File: src/rtl/dsp_pkg.sv
// rtl/dsp_pkg.sv - shared states and constants for the DSP job sequencer
package dsp_pkg;

    typedef enum logic [2:0] {
        IDLE,
        LOAD,
        CLEAR,
        STREAM,
        FLUSH,
        WAIT,
        DONE
    } state_t;

    localparam logic [1:0] MODE_DIRECT = 2'd0;
    localparam logic [1:0] MODE_PAIRS  = 2'd1;
    localparam logic [1:0] MODE_CROSS  = 2'd2;
    localparam logic [1:0] MODE_BFLY   = 2'd3;

    localparam int SAMPLE_W = 16;
    localparam int RESULT_W = 32;

endpackage

File: src/rtl/dsp_job_sequencer.sv
// rtl/dsp_job_sequencer.sv - drives one DSP engine through load/clear/stream/flush/collect jobs
module dsp_job_sequencer
    import dsp_pkg::*;
#(
    parameter int LEN_W   = 8,
    parameter int TIMEOUT = 16
) (
    input  logic                  clk,
    input  logic                  rst_n,
    input  logic                  job_valid,
    output logic                  job_ready,
    input  logic [1:0]            job_mode,
    input  logic                  job_accum,
    input  logic [LEN_W-1:0]      job_len,
    input  logic [4*SAMPLE_W-1:0] job_coef,
    input  logic                  in_valid,
    output logic                  in_ready,
    input  logic [4*SAMPLE_W-1:0] in_samples,
    output logic [4*SAMPLE_W-1:0] eng_coef,
    output logic                  eng_coef_load,
    output logic                  eng_clear,
    output logic [1:0]            eng_mode,
    output logic                  eng_accumulate,
    output logic [4*SAMPLE_W-1:0] eng_samples,
    output logic                  eng_sample_valid,
    input  logic                  eng_result_valid,
    input  logic [4*RESULT_W-1:0] eng_result,
    input  logic                  eng_overflow,
    output logic                  busy,
    output logic                  done,
    output logic                  done_err,
    output logic [4*RESULT_W-1:0] res,
    output logic                  res_overflow
);

    localparam int WD_W = $clog2(TIMEOUT) + 1;

    state_t                  state_q, state_d;
    logic [1:0]              mode_q;
    logic                    accum_q;
    logic [LEN_W-1:0]        len_q;
    logic [4*SAMPLE_W-1:0]   coef_q;
    logic [LEN_W-1:0]        beat_q, beat_d;
    logic [LEN_W:0]          rcnt_q, rcnt_d;
    logic [WD_W-1:0]         wd_q, wd_d;
    logic                    err_q, err_d;
    logic [4*RESULT_W-1:0]   shadow_q, shadow_d;
    logic [4*RESULT_W-1:0]   res_q;
    logic                    ovf_q;
    logic                    collecting;

    always_ff @(posedge clk or negedge rst_n) begin
        if (!rst_n) begin
            state_q  <= IDLE;
            mode_q   <= '0;
            accum_q  <= 1'b0;
            len_q    <= '0;
            coef_q   <= '0;
            beat_q   <= '0;
            rcnt_q   <= '0;
            wd_q     <= '0;
            err_q    <= 1'b0;
            shadow_q <= '0;
            res_q    <= '0;
            ovf_q    <= 1'b0;
        end else begin
            state_q  <= state_d;
            beat_q   <= beat_d;
            rcnt_q   <= rcnt_d;
            wd_q     <= wd_d;
            err_q    <= err_d;
            shadow_q <= shadow_d;
            if (state_q == IDLE && job_valid) begin
                mode_q  <= job_mode;
                accum_q <= job_accum;
                len_q   <= job_len;
                coef_q  <= job_coef;
            end
            if (state_q == DONE) begin
                res_q <= shadow_q;
                ovf_q <= eng_overflow;
            end
        end
    end

    // Results can land from the first real beat onward, including the cycle that enters WAIT.
    assign collecting = (state_q == STREAM) || (state_q == FLUSH) || (state_q == WAIT);

    always_comb begin
        state_d          = state_q;
        beat_d           = beat_q;
        rcnt_d           = rcnt_q;
        wd_d             = wd_q;
        err_d            = err_q;
        shadow_d         = shadow_q;
        job_ready        = 1'b0;
        in_ready         = 1'b0;
        eng_coef         = '0;
        eng_coef_load    = 1'b0;
        eng_clear        = 1'b0;
        eng_samples      = '0;
        eng_sample_valid = 1'b0;
        done             = 1'b0;
        done_err         = 1'b0;

        if (collecting && eng_result_valid) begin
            rcnt_d   = rcnt_q + 1'b1;
            shadow_d = eng_result;
        end

        case (state_q)
            IDLE: begin
                job_ready = 1'b1;
                if (job_valid) state_d = LOAD;
            end
            LOAD: begin
                eng_coef_load = 1'b1;
                eng_coef      = coef_q;
                state_d       = CLEAR;
            end
            CLEAR: begin
                eng_clear = 1'b1;
                beat_d    = '0;
                rcnt_d    = '0;
                err_d     = 1'b0;
                state_d   = (len_q != '0) ? STREAM : FLUSH;
            end
            STREAM: begin
                in_ready = 1'b1;
                if (in_valid) begin
                    eng_sample_valid = 1'b1;
                    eng_samples      = in_samples;
                    beat_d           = beat_q + 1'b1;
                    if (beat_d == len_q) state_d = FLUSH;
                end
            end
            FLUSH: begin
                // Zero beat pushes the last real update out of the engine's one-deep report.
                eng_sample_valid = 1'b1;
                wd_d             = '0;
                state_d          = WAIT;
            end
            WAIT: begin
                wd_d = wd_q + 1'b1;
                if (rcnt_d >= ({1'b0, len_q} + 1'b1)) begin
                    state_d = DONE;
                end else if (wd_q == WD_W'(TIMEOUT - 1)) begin
                    err_d   = 1'b1;
                    state_d = DONE;
                end
            end
            DONE: begin
                done     = 1'b1;
                done_err = err_q;
                state_d  = IDLE;
            end
            default: state_d = IDLE;
        endcase
    end

    assign busy           = (state_q != IDLE);
    assign eng_mode       = busy ? mode_q : 2'b00;
    assign eng_accumulate = busy ? accum_q : 1'b0;
    assign res            = (state_q == DONE) ? shadow_q : res_q;
    assign res_overflow   = (state_q == DONE) ? eng_overflow : ovf_q;

endmodule

File: config.mk
export PLATFORM = sky130hd
export DESIGN_NAME = dsp_job_sequencer
export DESIGN_NICKNAME = d
export VERILOG_FILES = /design/src/rtl/dsp_pkg.sv /design/src/rtl/dsp_job_sequencer.sv
export SDC_FILE = /design/constraint.sdc
export NUM_CORES = 1
export LEC_CHECK = 0
export CORE_ASPECT_RATIO = 0.6
export CORE_MARGIN = 5
export CORE_UTILIZATION = 41
export DETAILED_ROUTE_END_ITERATION = 8
export GPL_ROUTABILITY_DRIVEN = 0
export HOLD_SLACK_MARGIN = 0.15
export PLACE_DENSITY = 0.77
export SLEW_MARGIN = 40
export SYNTH_ARGS = -nofsm -noshare
export SYNTH_HDL_FRONTEND = slang
export SYNTH_SLANG_ARGS = --single-unit
File: constraint.sdc
create_clock -name clk -period 2.8 [get_ports clk]
set_input_delay 0.28 -clock clk [delete_from_list [all_inputs] [get_ports clk]]
set_output_delay 0.28 -clock clk [all_outputs]
set_load 0.01 [all_outputs]
==> impl_metrics.ini <==
[synth]
synth-seq-cells = 358
synth-edff-count = 0
synth_xor_area_frac = 0.01267
synth_top_family_by_area = simple AND/OR/NAND/NOR gates
yosys.area_share.simple = 0.1869
synth_cell_types = 44
async_reset_ff_frac = 1.000
synth_ff_type = dfrtp_1
seq_area_frac_synth = 0.5892
yosysMostFrequentCell = nand2_1
synth.net_count = 1665
syn_inst = 1377
synth.top_cell.area_share = 0.5892
muxShareOfSynthArea = 0.1495
synth_area_leaders = dfrtp_1, mux2_2, nand2_1
syn_area_per_cell_um2 = 11.04
yosysTopAreaCell = dfrtp_1
yosys.area_share.adder = 0.01234
syn_area_um2 = 15200
synth_commonest_cells = nand2_1, dfrtp_1, mux2_2, and2_1, and3_1
yosys_warnings = 0
synth_compound_area_frac = 0.02057

[flow_run]
cap_violations = 0

[worst_setup_path]
r2r_cells = 11
crit_fanout = 4
cp.arrival_ps = 3200
path_class = register to register
start_kind = register
worstSetupEndpointType = register
required_ps = 3190

[clock_network]
cts_root_buffer = clkbuf_16
cts_max_level = 2
cts.clk_slew.worst_paths_ps = 60
cts_buffers = 35
cts_sinks = 358
insertion_delay_ps = 520
cts.path.max_buffers = 3
cts_tree = done

[pwr]
power_leakage_nw = 10.94
power_density_nw_per_um2 = 992.9
vdd_drop_max_mv = 0.5971

[sta]
fmax_mhz = 355.6
worstMarginPinSlew_ps = 808.1
fin_crit_ps = 2812
final_hold_viol_count = 0
timing.final.max_slew_violations = 0
worst_slack_ps = -12.36
rsz0062_at_grt = true
finalCritPeriodShare = 1.004
finalClockSkew_ps = 24.19
max-slew-margin-rel = 0.4613
finalSetupViolations = 1

[route]
drt_wl_total_mm = 47.86
num_vias = 12049
dr.pass1.iters = 5
ant_nets = 0
viasPerCell = 4.981
dr.first_iter.drc_count = 716
drc = 0
drt-wirelength-per-cell_um = 19.78

[worst_hold_path]
hold_class = input pin to asynchronous set/reset pin

[final_layout]
final_cells = 2419
multi_input_area_um2 = 5868
syn_to_final_growth_pct = 50.97
finalNetCount = 2202
layout-drive-gt1-share = 0.1670
nFillCells = 2803
regArea_um2 = 8959

[floorplan]
core_area_um2 = 36490
rows = 54
die_x_um = 258.6
fp.dieH_um = 159.2
die-area_um2 = 41160
start_util = 0.4167
io_pins = 541

[global_route]
grt_max_degree = 85
antenna_found_initial = 5
grt.total_usage = 0.2162
grt_pass1_wl_mm = 71.90
grt.overflow.total = 0
grt_pass1_vias = 12370

[place]
port_buffers = 540
dp_hpwl_mm = 32.78
dpl.cell_count = 2337
dpl_worst_slack_ps = -120.0

[status]
status = finished, violations left
violations = setup timing
## placed cells by master, fill, tap and decap left out, drive strengths merged, types with 2 or more instances in the layout
cell             n
a211oi           2
a21oi            7
a22o             2
a31oi            4
and2            76
and3            66
and3b            2
buf             43
bufinv           3
clkbuf          51
clkdlybuf4s50  451
clkinv          10
clkinvlp         2
dfrtp          358
diode            3
dlygate4sd2      8
dlymetal6s2s    80
ha              15
inv             17
mux2           201
nand2          415
nand2b           5
nand3           15
nand4            5
nor2            19
nor2b            7
nor3             8
nor4             2
o21a             2
o21ai           21
o31ai            4
or3              5
xnor2           15
xor2             7
## power by group
part           internal [W]  switching (W)
Sequential          0.00759        0.00116
Clock               0.00287        0.00205
Combinational       0.00500        0.00412
## flip-flops by register name, indices dropped and copies added, names as in the netlist
signal	cells
accum_q	1
ovf_q	1
beat_q	8
wd_q	5
err_q	1
shadow_q	128
mode_q	2
res_q	128
state_q	3
len_q	8
rcnt_q	9
coef_q	64
## routing by layer
layer,track usage,vias to the layer above,routed length (µm)
met4,0.05911,4,1308
li1,-,5602,-
met5,0,-,25
met2,0.3521,376,22630
met1,0.2834,5976,20280
met3,0.06641,91,3617
## critical path, cell delays in order (launching register included)
cell      delay [ps]
dfrtp_1          410
and3b_2          280
o21a_4           170
nand4_4           80
or3_4            390
xnor2_2          150
ha_1             280
o21a_1           170
o211ai_1         190
a31oi_2           70
o31a_1           260
a221o_1          250
## metrics by stage
| step | setup TNS [ps] | hold slack (ps) | util | total power (W) | area [µm²] |
|---|---|---|---|---|---|
| CTS | -2043 | 294.2 | 0.6175 | 0.02311 | 22530 |
| detailed placement | -203.1 | 282.1 | 0.5813 | 0.01808 | 21210 |
| floorplan | -111.2 | -15.59 | - | 0.01334 | 15210 |
| finish | -12.36 | 311.3 | 0.6292 | 0.02279 | 22950 |
| global route | -731.5 | 311.2 | 0.6292 | 0.02421 | 22950 |
| global placement | -105.8 | 279.4 | 0.5813 | 0.01771 | 21210 |
## path summary, 6_finish.rpt
path	slack, ps	start	end
max	-10	state_q[2]	state_q[1]
min	310	rst_n	shadow_q[48]
max reg2reg	-10	state_q[2]	state_q[1]
min reg2reg	470	res_q[116]	res_q[116]
max in group asynchronous	1630	rst_n	wd_q[0]
min in group clk	320	eng_overflow	ovf_q
## kinds of logic after synthesis
family,Yosys count
compound gates,50
buf+inv,103
flops,358
simple gates,627
mux,202
fa+ha+maj,15
xor+xnor,22
## cell type report
cell class	count	area share
diodes	3	0.0003270
clock buffers	47	0.04453
clock inverters	16	0.007958
inverters	16	0.003270
multi-input cells	916	0.2556
flip-flops and latches	358	0.3903
well taps	476	0.02595
repair buffers	587	0.2720
## repair_timing
action                     CTS  global route
resized for setup           17            95
hold endpoints to repair    58             0
buffers inserted             1             6
pin swaps                    2             4
setup endpoints to repair  126           116
cloned                       2             6
hold buffers                 1             0
Power figures use the tool's default switching activity.
